`config.mk`:
```
export PLATFORM = sky130hd
export DESIGN_NAME = mult_div_unit
export DESIGN_NICKNAME = d
export VERILOG_FILES = /design/src/rtl/mdu_pkg.sv /design/src/rtl/mdu_step.sv /design/src/rtl/mult_div_unit.sv
export SDC_FILE = /design/constraint.sdc
export NUM_CORES = 1
export LEC_CHECK = 0
export ABC_CLOCK_PERIOD_IN_PS = 6150
export CORE_ASPECT_RATIO = 0.6
export CORE_UTILIZATION = 53
export CTS_CLUSTER_DIAMETER = 100
export CTS_CLUSTER_SIZE = 8
export DETAILED_ROUTE_END_ITERATION = 8
export PLACE_DENSITY_LB_ADDON = 0.05
export SLEW_MARGIN = 25
export SYNTH_ARGS = -nofsm -noshare
export SYNTH_HDL_FRONTEND = slang
export SYNTH_SLANG_ARGS = --single-unit
```
`constraint.sdc`:
```
create_clock -name clk -period 6.15 [get_ports clk]
set_clock_uncertainty 0.2 [all_clocks]
set_input_delay 1.23 -clock clk [delete_from_list [all_inputs] [get_ports clk]]
set_output_delay 1.23 -clock clk [all_outputs]
set_load 0.05 [all_outputs]
```
`src/rtl/mdu_pkg.sv`:
```
// Shared definitions for the iterative multiply/divide unit.
package mdu_pkg;

  typedef enum logic [1:0] {
    IDLE = 2'd0,
    RUN  = 2'd1,
    FIX  = 2'd2
  } state_e;

  localparam logic OP_MUL = 1'b0;
  localparam logic OP_DIV = 1'b1;

  // Counter must hold values up to WIDTH.
  function automatic int cnt_width(input int w);
    return $clog2(w + 1);
  endfunction

endpackage

```
`src/rtl/mdu_step.sv`:
```
// One combinational iteration of the multiply/divide datapath.
// acc is the upper half of the working pair, opr the lower half.
//  multiply: opr holds the multiplier; conditional add then right shift.
//  divide:   acc is the partial remainder, opr shifts dividend out / quotient in.
module mdu_step
  import mdu_pkg::*;
#(
  parameter int WIDTH = 32
) (
  input  logic             op_div_i,
  input  logic [WIDTH-1:0] acc_i,
  input  logic [WIDTH-1:0] opr_i,
  input  logic [WIDTH-1:0] mag_b_i,
  output logic [WIDTH-1:0] acc_o,
  output logic [WIDTH-1:0] opr_o
);

  logic [WIDTH:0] sum;
  logic [WIDTH:0] shifted;
  logic [WIDTH:0] diff;

  // Select shift-add or trial-subtract for this iteration.
  always_comb begin
    sum     = {1'b0, acc_i} + (opr_i[0] ? {1'b0, mag_b_i} : '0);
    shifted = {acc_i, opr_i[WIDTH-1]};
    diff    = shifted - {1'b0, mag_b_i};
    acc_o   = sum[WIDTH:1];
    opr_o   = {sum[0], opr_i[WIDTH-1:1]};
    if (op_div_i == OP_DIV) begin
      // Partial remainder is always < divisor, so shifted fits WIDTH+1 bits.
      if (shifted >= {1'b0, mag_b_i}) begin
        acc_o = diff[WIDTH-1:0];
        opr_o = {opr_i[WIDTH-2:0], 1'b1};
      end else begin
        acc_o = shifted[WIDTH-1:0];
        opr_o = {opr_i[WIDTH-2:0], 1'b0};
      end
    end
  end

endmodule

```
`src/rtl/mult_div_unit.sv`:
```
// Iterative signed/unsigned multiply/divide with HI/LO result registers.
// Optional macro MDU_HILO_WRITE_EN adds direct HI/LO write ports (MTHI/MTLO).
module mult_div_unit
  import mdu_pkg::*;
#(
  parameter int WIDTH = 32
) (
  input  logic             clk,
  input  logic             reset,
  input  logic             start,
  input  logic             op_div,
  input  logic             is_signed,
  input  logic [WIDTH-1:0] a,
  input  logic [WIDTH-1:0] b,
`ifdef MDU_HILO_WRITE_EN
  input  logic [1:0]       hilo_we,
  input  logic [WIDTH-1:0] hilo_wdata,
`endif
  output logic             busy,
  output logic             done,
  output logic             div_zero,
  output logic [WIDTH-1:0] hi,
  output logic [WIDTH-1:0] lo
);

  localparam int CW = cnt_width(WIDTH);

  state_e           state_q;
  logic [CW-1:0]    cnt_q;
  logic [WIDTH-1:0] acc_q, opr_q, mag_b_q;
  logic             op_div_q, neg_q, rneg_q;
  logic             busy_q, done_q, dz_q;
  logic [WIDTH-1:0] hi_q, lo_q;

  logic [WIDTH-1:0]   abs_a, abs_b;
  logic [WIDTH-1:0]   acc_d, opr_d;
  logic [2*WIDTH-1:0] prod;

  // Operand magnitudes; raw operands in unsigned mode.
  always_comb begin
    abs_a = (is_signed && a[WIDTH-1]) ? -a : a;
    abs_b = (is_signed && b[WIDTH-1]) ? -b : b;
    prod  = {acc_q, opr_q};
  end

  mdu_step #(.WIDTH(WIDTH)) u_step (
    .op_div_i (op_div_q),
    .acc_i    (acc_q),
    .opr_i    (opr_q),
    .mag_b_i  (mag_b_q),
    .acc_o    (acc_d),
    .opr_o    (opr_d)
  );

  // Control FSM, iteration counter, datapath and HI/LO registers.
  always_ff @(posedge clk or posedge reset) begin
    if (reset) begin
      state_q  <= IDLE;
      cnt_q    <= '0;
      acc_q    <= '0;
      opr_q    <= '0;
      mag_b_q  <= '0;
      op_div_q <= OP_MUL;
      neg_q    <= 1'b0;
      rneg_q   <= 1'b0;
      busy_q   <= 1'b0;
      done_q   <= 1'b0;
      dz_q     <= 1'b0;
      hi_q     <= '0;
      lo_q     <= '0;
    end else begin
      done_q <= 1'b0;
      dz_q   <= 1'b0;
`ifdef MDU_HILO_WRITE_EN
      // Direct writes only land while idle; the FIX edge is busy so results win.
      if (!busy_q) begin
        if (hilo_we[1]) hi_q <= hilo_wdata;
        if (hilo_we[0]) lo_q <= hilo_wdata;
      end
`endif
      case (state_q)
        IDLE: begin
          if (start) begin
            if (op_div == OP_DIV && b == '0) begin
              // Trap immediately; HI/LO left untouched.
              done_q <= 1'b1;
              dz_q   <= 1'b1;
            end else begin
              state_q  <= RUN;
              busy_q   <= 1'b1;
              cnt_q    <= '0;
              acc_q    <= '0;
              opr_q    <= abs_a;
              mag_b_q  <= abs_b;
              op_div_q <= op_div;
              neg_q    <= is_signed & (a[WIDTH-1] ^ b[WIDTH-1]);
              rneg_q   <= is_signed & a[WIDTH-1];
            end
          end
        end
        RUN: begin
          acc_q <= acc_d;
          opr_q <= opr_d;
          cnt_q <= cnt_q + CW'(1);
          if (cnt_q == CW'(WIDTH - 1)) state_q <= FIX;
        end
        FIX: begin
          state_q <= IDLE;
          busy_q  <= 1'b0;
          done_q  <= 1'b1;
          if (op_div_q == OP_DIV) begin
            // Quotient truncates toward zero; remainder follows dividend sign.
            lo_q <= neg_q  ? -opr_q : opr_q;
            hi_q <= rneg_q ? -acc_q : acc_q;
          end else begin
            {hi_q, lo_q} <= neg_q ? -prod : prod;
          end
        end
        default: state_q <= IDLE;
      endcase
    end
  end

  assign busy     = busy_q;
  assign done     = done_q;
  assign div_zero = dz_q;
  assign hi       = hi_q;
  assign lo       = lo_q;

endmodule

```
# Yosys cells after proc, flatten, opt, wreduce, memory -nomap -nowiden
# Cells that the tools add are included.
[op_classes]
add_sub_neg = 8
n_lt_le_gt_ge = 1
eq_ne = 6
n_mux = 32
bitwise_logic = 4
reduce_logical = 11
[op_table]
columns = ["op", "count"]
rows = [
  ["32-bit two-way mux", 14],
  ["32-bit negation", 4],
  ["32-bit case mux with 2 select lines", 2],
  ["64-bit two-way mux", 1],
  ["64-bit negation", 1],
  ["32-bit by 32-bit adder with 33-bit output", 1],
  ["33-bit by 32-bit greater-or-equal comparator with 1-bit output", 1],
  ["32-bit zero test", 1],
  ["32-bit subtractor", 1],
  ["6-bit two-way mux", 2],
  ["6-bit case mux with 2 select lines", 1],
  ["3-bit AND reduction", 4],
  ["6-bit by 1-bit adder with 6-bit output (second input constant)", 1],
  ["6-bit by 5-bit == test with 1-bit output (second input constant)", 1],
  ["1-bit two-way mux", 6],
  ["2-bit two-way mux", 3],
  ["2-bit inequality test (second input constant)", 3],
  ["1-bit case mux with 2 select lines", 2],
  ["2-bit case mux with 2 select lines", 1],
  ["2-bit nonzero test", 2],
  ["1-bit logical AND", 3],
  ["1-bit AND", 2],
  ["2-bit by 1-bit == test with 1-bit output (second input constant)", 1],
  ["2-bit == test (second input constant)", 1],
  ["other kinds (3)", 3],
]
[totals]
regBits = 174
output_inout_bits = 67
wordCells = 75

# Logic depth before layout (Yosys ltp)
[depth]
word_depth = 5
mapped_depth = 14
ltp_nobuf = 13

# Modules after synthesis
# Synthesis repeated with hierarchy kept, for this count alone.
[unflattened]
hier_cells = 1774
hier_area_um2 = 14606.5
[modules_own_cells]
columns = ["mod", "instances", "cells_per_inst", "area_per_inst_um2", "seq_area_each_um2"]
rows = [
  ["mult_div_unit", 1, 1095, 9864.5, 4354.2],
  ["mdu_step", 1, 679, 4742.0, 0.0],
]

# Worst setup path before layout
# Ideal clock, no wire load.
[synth_path]
path_type = "input port to flip-flop"
startpoint = "input b[25]"
endpoint = "register mag_b_q[2]"
setup_ns = 0.132
arrival_time_ns = 3.561
setup_slack_ns = 2.257
cell_stages = 10
path_buffers = 2
cell_sequence = "or3_1 or3_1 or4b_1 nand4b_4 a31oi_4 nor2_1 buf_2 clkbuf_1 nand2_1 o21ai_0"
[synth_via]
elab_chain_len = 4
[synth_rtl]
columns = ["item", "line", "source"]
rows = [
  ["from (decl)", "mult_div_unit.sv:14", "input logic [WIDTH-1:0] b,"],
  ["32-bit zero test", "mult_div_unit.sv:84", "if (op_div == OP_DIV && b == '0) begin"],
  ["1-bit logical AND", "mult_div_unit.sv:84", ""],
  ["1-bit NOT (no source line)", "--", ""],
  ["3-bit AND reduction (no source line)", "--", ""],
  ["to (signal assigned)", "mult_div_unit.sv:94", "mag_b_q <= abs_b;"],
  ["to (decl)", "mult_div_unit.sv:30", "logic [WIDTH-1:0] acc_q, opr_q, mag_b_q;"],
]
# Every way passes these cells.
# A chain may end at the register's enable or synchronous reset.

# Worst setup path after layout
[layout_path]
startpoint = "input b[25]"
endpoint = "register acc_q[31]"
[layout_via]
elab_chain_len = 4
[layout_rtl]
columns = ["item", "line", "source"]
rows = [
  ["32-bit zero test", "mult_div_unit.sv:84", ""],
  ["1-bit logical AND", "mult_div_unit.sv:84", ""],
  ["2-bit inequality test (no source line)", "--", ""],
  ["3-bit AND reduction (no source line)", "--", ""],
  ["to (signal assigned)", "mult_div_unit.sv:60", "acc_q <= '0;"],
  ["to (signal assigned)", "mult_div_unit.sv:92", "acc_q <= '0;"],
  ["to (signal assigned)", "mult_div_unit.sv:102", "acc_q <= acc_d;"],
  ["to (decl)", "mult_div_unit.sv:30", ""],
]
# Every way passes these cells.

==> tab_implementation.tex <==
\begin{tabular}{lr}
\hline
Metric & Value \\
\hline
\multicolumn{2}{l}{\textbf{Synth}} \\
\quad Syn Area/Cell & approximately 8 um\^{}2 \\
\quad Yosys top cell area share & about a third \\
\quad Synthesized net count & roughly 1900 \\
\quad Cell accounting for the most synthesized area & sky130\_fd\_sc\_hd\_\_dfrtp\_1 \\
\quad Fraction of the yosys area taken by sequential cells & between 30\% and 40\% \\
\quad Cell variety after synth & 71 \\
\quad Number of enable-type register cells in the synthesized netlist & 0 \\
\quad Yosys synthesis warning count & 0 \\
\quad Commonest register cell after synthesis & sky130\_fd\_sc\_hd\_\_dfrtp\_1 \\
\quad Syn Inst Count & $\sim$1800 \\
\quad Netlist area before placement & between 0.01 and 0.015 mm\^{}2 \\
\quad Top area cells in the synthesized netlist & sky130\_fd\_sc\_hd\_\_dfrtp\_1 (32\%), sky130\_fd\_sc\_hd\_\_o21ai\_0 (8.6\%), sky130\_fd\_sc\_hd\_\_nand2\_1 (7.6\%) \\
\quad Synthesis-stage register bit count & 174 \\
\quad Share of flip-flops with an asynchronous set or reset after synthesis & between 90\% and 100\% \\
\multicolumn{2}{l}{\textbf{STA}} \\
\quad Tightest Pin Transition & 966 ps \\
\quad Hold Worst Slack & between 200 and 300 ps \\
\quad Setup TNS after final layout & 0 ps \\
\quad Final worst path period need & between 4000 and 5000 ps \\
\quad Hold Fails Final Rpt & 0 \\
\quad Post-route clock period utilization & a little over 70\% \\
\quad Final Setup Violations & 0 \\
\quad Slew HR & 35.1\% \\
\quad Fmax & around 0.23 GHz \\
\quad Max-slew violation count & 0 \\
\quad RSZ-0062 raised after global routing & no \\
\quad PnR worst setup slack & 1760 ps \\
\multicolumn{2}{l}{\textbf{Clock tree}} \\
\quad Number of instances resized during post-cts repair & 0 \\
\quad Number of buffers added by the clock tree synthesis step & 17 \\
\quad Worst-case clock buffer depth & 2 \\
\quad CTS Root Buffer Type & sky130\_fd\_sc\_hd\_\_clkbuf\_16 \\
\quad Number of setup buffers added after CTS & 0 \\
\quad Sinks on Clock Net & 174 \\
\quad Clock transition at path regs & roughly 70 ps \\
\quad CTS Hold Bufs & 0 \\
\quad CTS tree & yes \\
\quad H-Tree Depth & 4 \\
\quad Source-to-sink clock delay at the later pin of the worst-skew pair & $\sim$460 ps \\
\multicolumn{2}{l}{\textbf{Detailed routing}} \\
\quad Drc violations & 0 \\
\quad Drt first-iter violations & approximately 1600 \\
\quad Ratio of routed vias to standard cells & between 6 and 7 \\
\quad Vias & $\sim$13000 \\
\quad Final ANT Viol Nets & 0 \\
\quad Post-Route WL & $\sim$44 mm \\
\quad Routed wirelength normalized by instance count & roughly 20 um \\
\quad 1st-pass router iterations & 5 \\
\multicolumn{2}{l}{\textbf{Global route}} \\
\quad Overall Global Routing Usage & between 30 and 40\% \\
\quad Number of antenna violations at the first check in global routing & 0 \\
\quad Number of global-route vias before repair & about 12000 \\
\quad Global-route wire length before repair & roughly 68 mm \\
\quad Remaining Overflow, GRT & 0 \\
\quad Maximum number of pins on one net before global-route repair & 117 \\
\multicolumn{2}{l}{\textbf{Pwr}} \\
\quad Power consumption & approximately 10 mW \\
\quad Peak ir drop on the vdd network & approximately 300 uV \\
\quad Ratio of total power to cell area & $\sim$640 mW/mm\^{}2 \\
\quad Leakage & $\sim$6.6 nW \\
\multicolumn{2}{l}{\textbf{Placed design}} \\
\quad Post-DP HPWL & approximately 34 mm \\
\quad Area of placed instances & roughly 0.015 mm\^{}2 \\
\quad Post-Place Worst Slack & approximately 1300 ps \\
\quad Count of buffers from port buffering & about 140 \\
\quad GPL Wtd Cong & 1.01 \\
\quad Placed cells & between 2000 and 2500 \\
\multicolumn{2}{l}{\textbf{Worst setup path}} \\
\quad Setup crit start kind & input port \\
\quad Worst-path maximum fanout & 100 \\
\quad Slowest cell on crit path & sky130\_fd\_sc\_hd\_\_or4b\_1 \\
\quad Type of element capturing the critical path & register \\
\quad Depth of the most critical reg-to-reg path & 11 \\
\quad Setup Crit Path Kind & in -> reg \\
\quad Reg2Reg Capture Point & hi[30] \\
\quad Delay of the slowest cell on the worst path & 530 ps \\
\quad Worst endpoint required time & 6350 ps \\
\quad Reg2Reg Setup Slack & roughly 2200 ps \\
\quad Number of buffers and inverters on the critical path & 2 \\
\quad Critical register-to-register path startpoint & opr\_q[0] \\
\quad Most repeated library cell on the critical path & sky130\_fd\_sc\_hd\_\_or3\_1 \\
\quad Cells along the critical path & clkdlybuf4s50\_1 > or3\_1 > or3\_1 > or4b\_1 > nand4b\_4 > a31oi\_4 > buf\_12 > nand2\_1 > and4b\_1 > a31oi\_1 > o31a\_1 \\
\quad Crit-path leading delay family & simple AND/OR/NAND/NOR gates \\
\quad Arrival time at the worst endpoint & 4590 ps \\
\multicolumn{2}{l}{\textbf{Final layout}} \\
\quad Cell area after layout & 0.0160 mm\^{}2 \\
\quad Number of filler instances in the final layout & between 2000 and 2500 \\
\quad Most frequent cells in the layout & sky130\_fd\_sc\_hd\_\_nand2\_1 (277), sky130\_fd\_sc\_hd\_\_o21ai\_0 (236), sky130\_fd\_sc\_hd\_\_dfrtp\_1 (173) \\
\quad Sequential cell area & 0.00436 mm\^{}2 \\
\quad Total Nets Final & 1974 \\
\quad Fin cells & between 2000 and 2500 \\
\quad Fraction of final layout cells sized beyond drive strength 1 & 3.79\% \\
\quad Layout overhead on the synthesized area & 15.8\% \\
\quad Final core area utilization & between 60\% and 70\% \\
\quad Diodes inserted & 0 \\
\quad Area of combinational cells with multiple inputs & around 0.009 mm\^{}2 \\
\quad Most common library cell in the layout ignoring fill and taps & sky130\_fd\_sc\_hd\_\_nand2\_1 \\
\multicolumn{2}{l}{\textbf{Run}} \\
\quad Maximum Capacitance Violations & 0 \\
\multicolumn{2}{l}{\textbf{Worst hold path}} \\
\quad Endpoint, Worst Hold & lo[3] \\
\quad Critical hold path startpoint & lo[3] \\
\quad Worst min-delay path class & reg -> reg \\
\quad Worst hold path depth & 2 \\
\multicolumn{2}{l}{\textbf{Floorplanning}} \\
\quad I/O Pins & $\sim$140 \\
\quad Area of the core & about 0.025 mm\^{}2 \\
\quad Height of the chip & 127 um \\
\quad Initial Util & between 50\% and 60\% \\
\quad Standard-cell rows & 45 \\
\quad Overall die width & between 200 and 250 um \\
\quad Total Die Area & about 0.027 mm\^{}2 \\
\multicolumn{2}{l}{\textbf{Outcome}} \\
\quad Run status & completed \\
\hline
\end{tabular}
==> Yosys cell counts (12+ instances only) <==
cell,n
sky130_fd_sc_hd__nor2_1,143
sky130_fd_sc_hd__mux2i_1,38
sky130_fd_sc_hd__clkbuf_1,73
sky130_fd_sc_hd__a22oi_1,16
sky130_fd_sc_hd__ha_1,69
sky130_fd_sc_hd__and2_1,13
sky130_fd_sc_hd__nor2b_1,12
sky130_fd_sc_hd__dfrtp_1,174
sky130_fd_sc_hd__nand4_1,16
sky130_fd_sc_hd__a21oi_1,120
sky130_fd_sc_hd__xnor2_1,96
sky130_fd_sc_hd__buf_2,13
sky130_fd_sc_hd__xor2_1,84
sky130_fd_sc_hd__nand3_1,32
sky130_fd_sc_hd__or3_1,13
sky130_fd_sc_hd__a31oi_1,15
sky130_fd_sc_hd__nor4_1,15
sky130_fd_sc_hd__o21ai_0,236
sky130_fd_sc_hd__o41ai_1,12
sky130_fd_sc_hd__nor3_1,40
sky130_fd_sc_hd__o31ai_1,21
sky130_fd_sc_hd__nand2_1,278
sky130_fd_sc_hd__a21o_1,12
sky130_fd_sc_hd__inv_1,62
==> worst max-delay path by stage <==
stage / to / cells after the start / from / slack [ps]
final: acc_q[31] / 11 / b[25] / 1760
after global routing: opr_q[29] / 8 / a[2] / 1510
after CTS: op_div_q / 9 / b[25] / 1830
after detailed placement: op_div_q / 9 / b[25] / 1340
after global placement: acc_q[31] / 11 / b[25] / 1390
after floorplan: acc_q[0] / 1 / reset / 3
==> layer usage <==
layer / up-vias / share of wire, % / GRT usage [%]
li1: 6393 / - / -
met1: 6142 / 50 / 55.4
met2: 671 / 36 / 41.7
met3: 39 / 13 / 9.21
met4: 0 / 0.99 / 6.74
met5: - / 0 / 0
==> cells by family after synthesis <==
logic type | Yosys count | share of synthesized area [%]
AO/OA/AOI/OAI | 525 | 22.7
XOR/XNOR | 180 | 11.4
adder cells (fa/ha/maj) | 71 | 6.56
buffers and inverters | 159 | 4.52
flip-flops | 174 | 31.6
multiplexers | 42 | 3.09
AND/OR/NAND/NOR | 611 | 20.0
==> worst register-to-register path, delay by kind of cell, from the launching register on <==
kind | cells | cell delay, ps
AO/OA/AOI/OAI | 3 | 470
buffers and inverters | 2 | 700
XOR/XNOR | 1 | 180
flip-flops | 1 | 520
AND/OR/NAND/NOR | 4 | 1430
adder cells (fa/ha/maj) | 1 | 310
==> final cells by class <==
type / count / share of cell area, %
multi-input cells: 1429 / 55.3
flip-flops and latches: 174 / 27.3
clock inverters: 14 / 1.09
clock buffers: 18 / 2.69
repair buffers: 150 / 9.38
inverters: 62 / 1.49
well taps: 352 / 2.76
==> registers in the layout, summed over array words and instances, names as in the netlist <==
name,flops
acc_q,32
busy,1
cnt_q,6
div_zero,1
done,1
hi,32
lo,32
mag_b_q,32
neg_q,1
op_div_q,1
opr_q,32
rneg_q,1
state_q,2
==> power breakdown <==
group | leakage [nW] | total (mW) | internal [mW] | switching (mW)
Sequential | 2.21 | 2.33 | 1.56 | 0.772
Combinational | 4.12 | 6.77 | 2.64 | 4.13
Clock | 0.297 | 1.14 | 0.615 | 0.528
No activity file was read; power rests on OpenSTA's default activity.
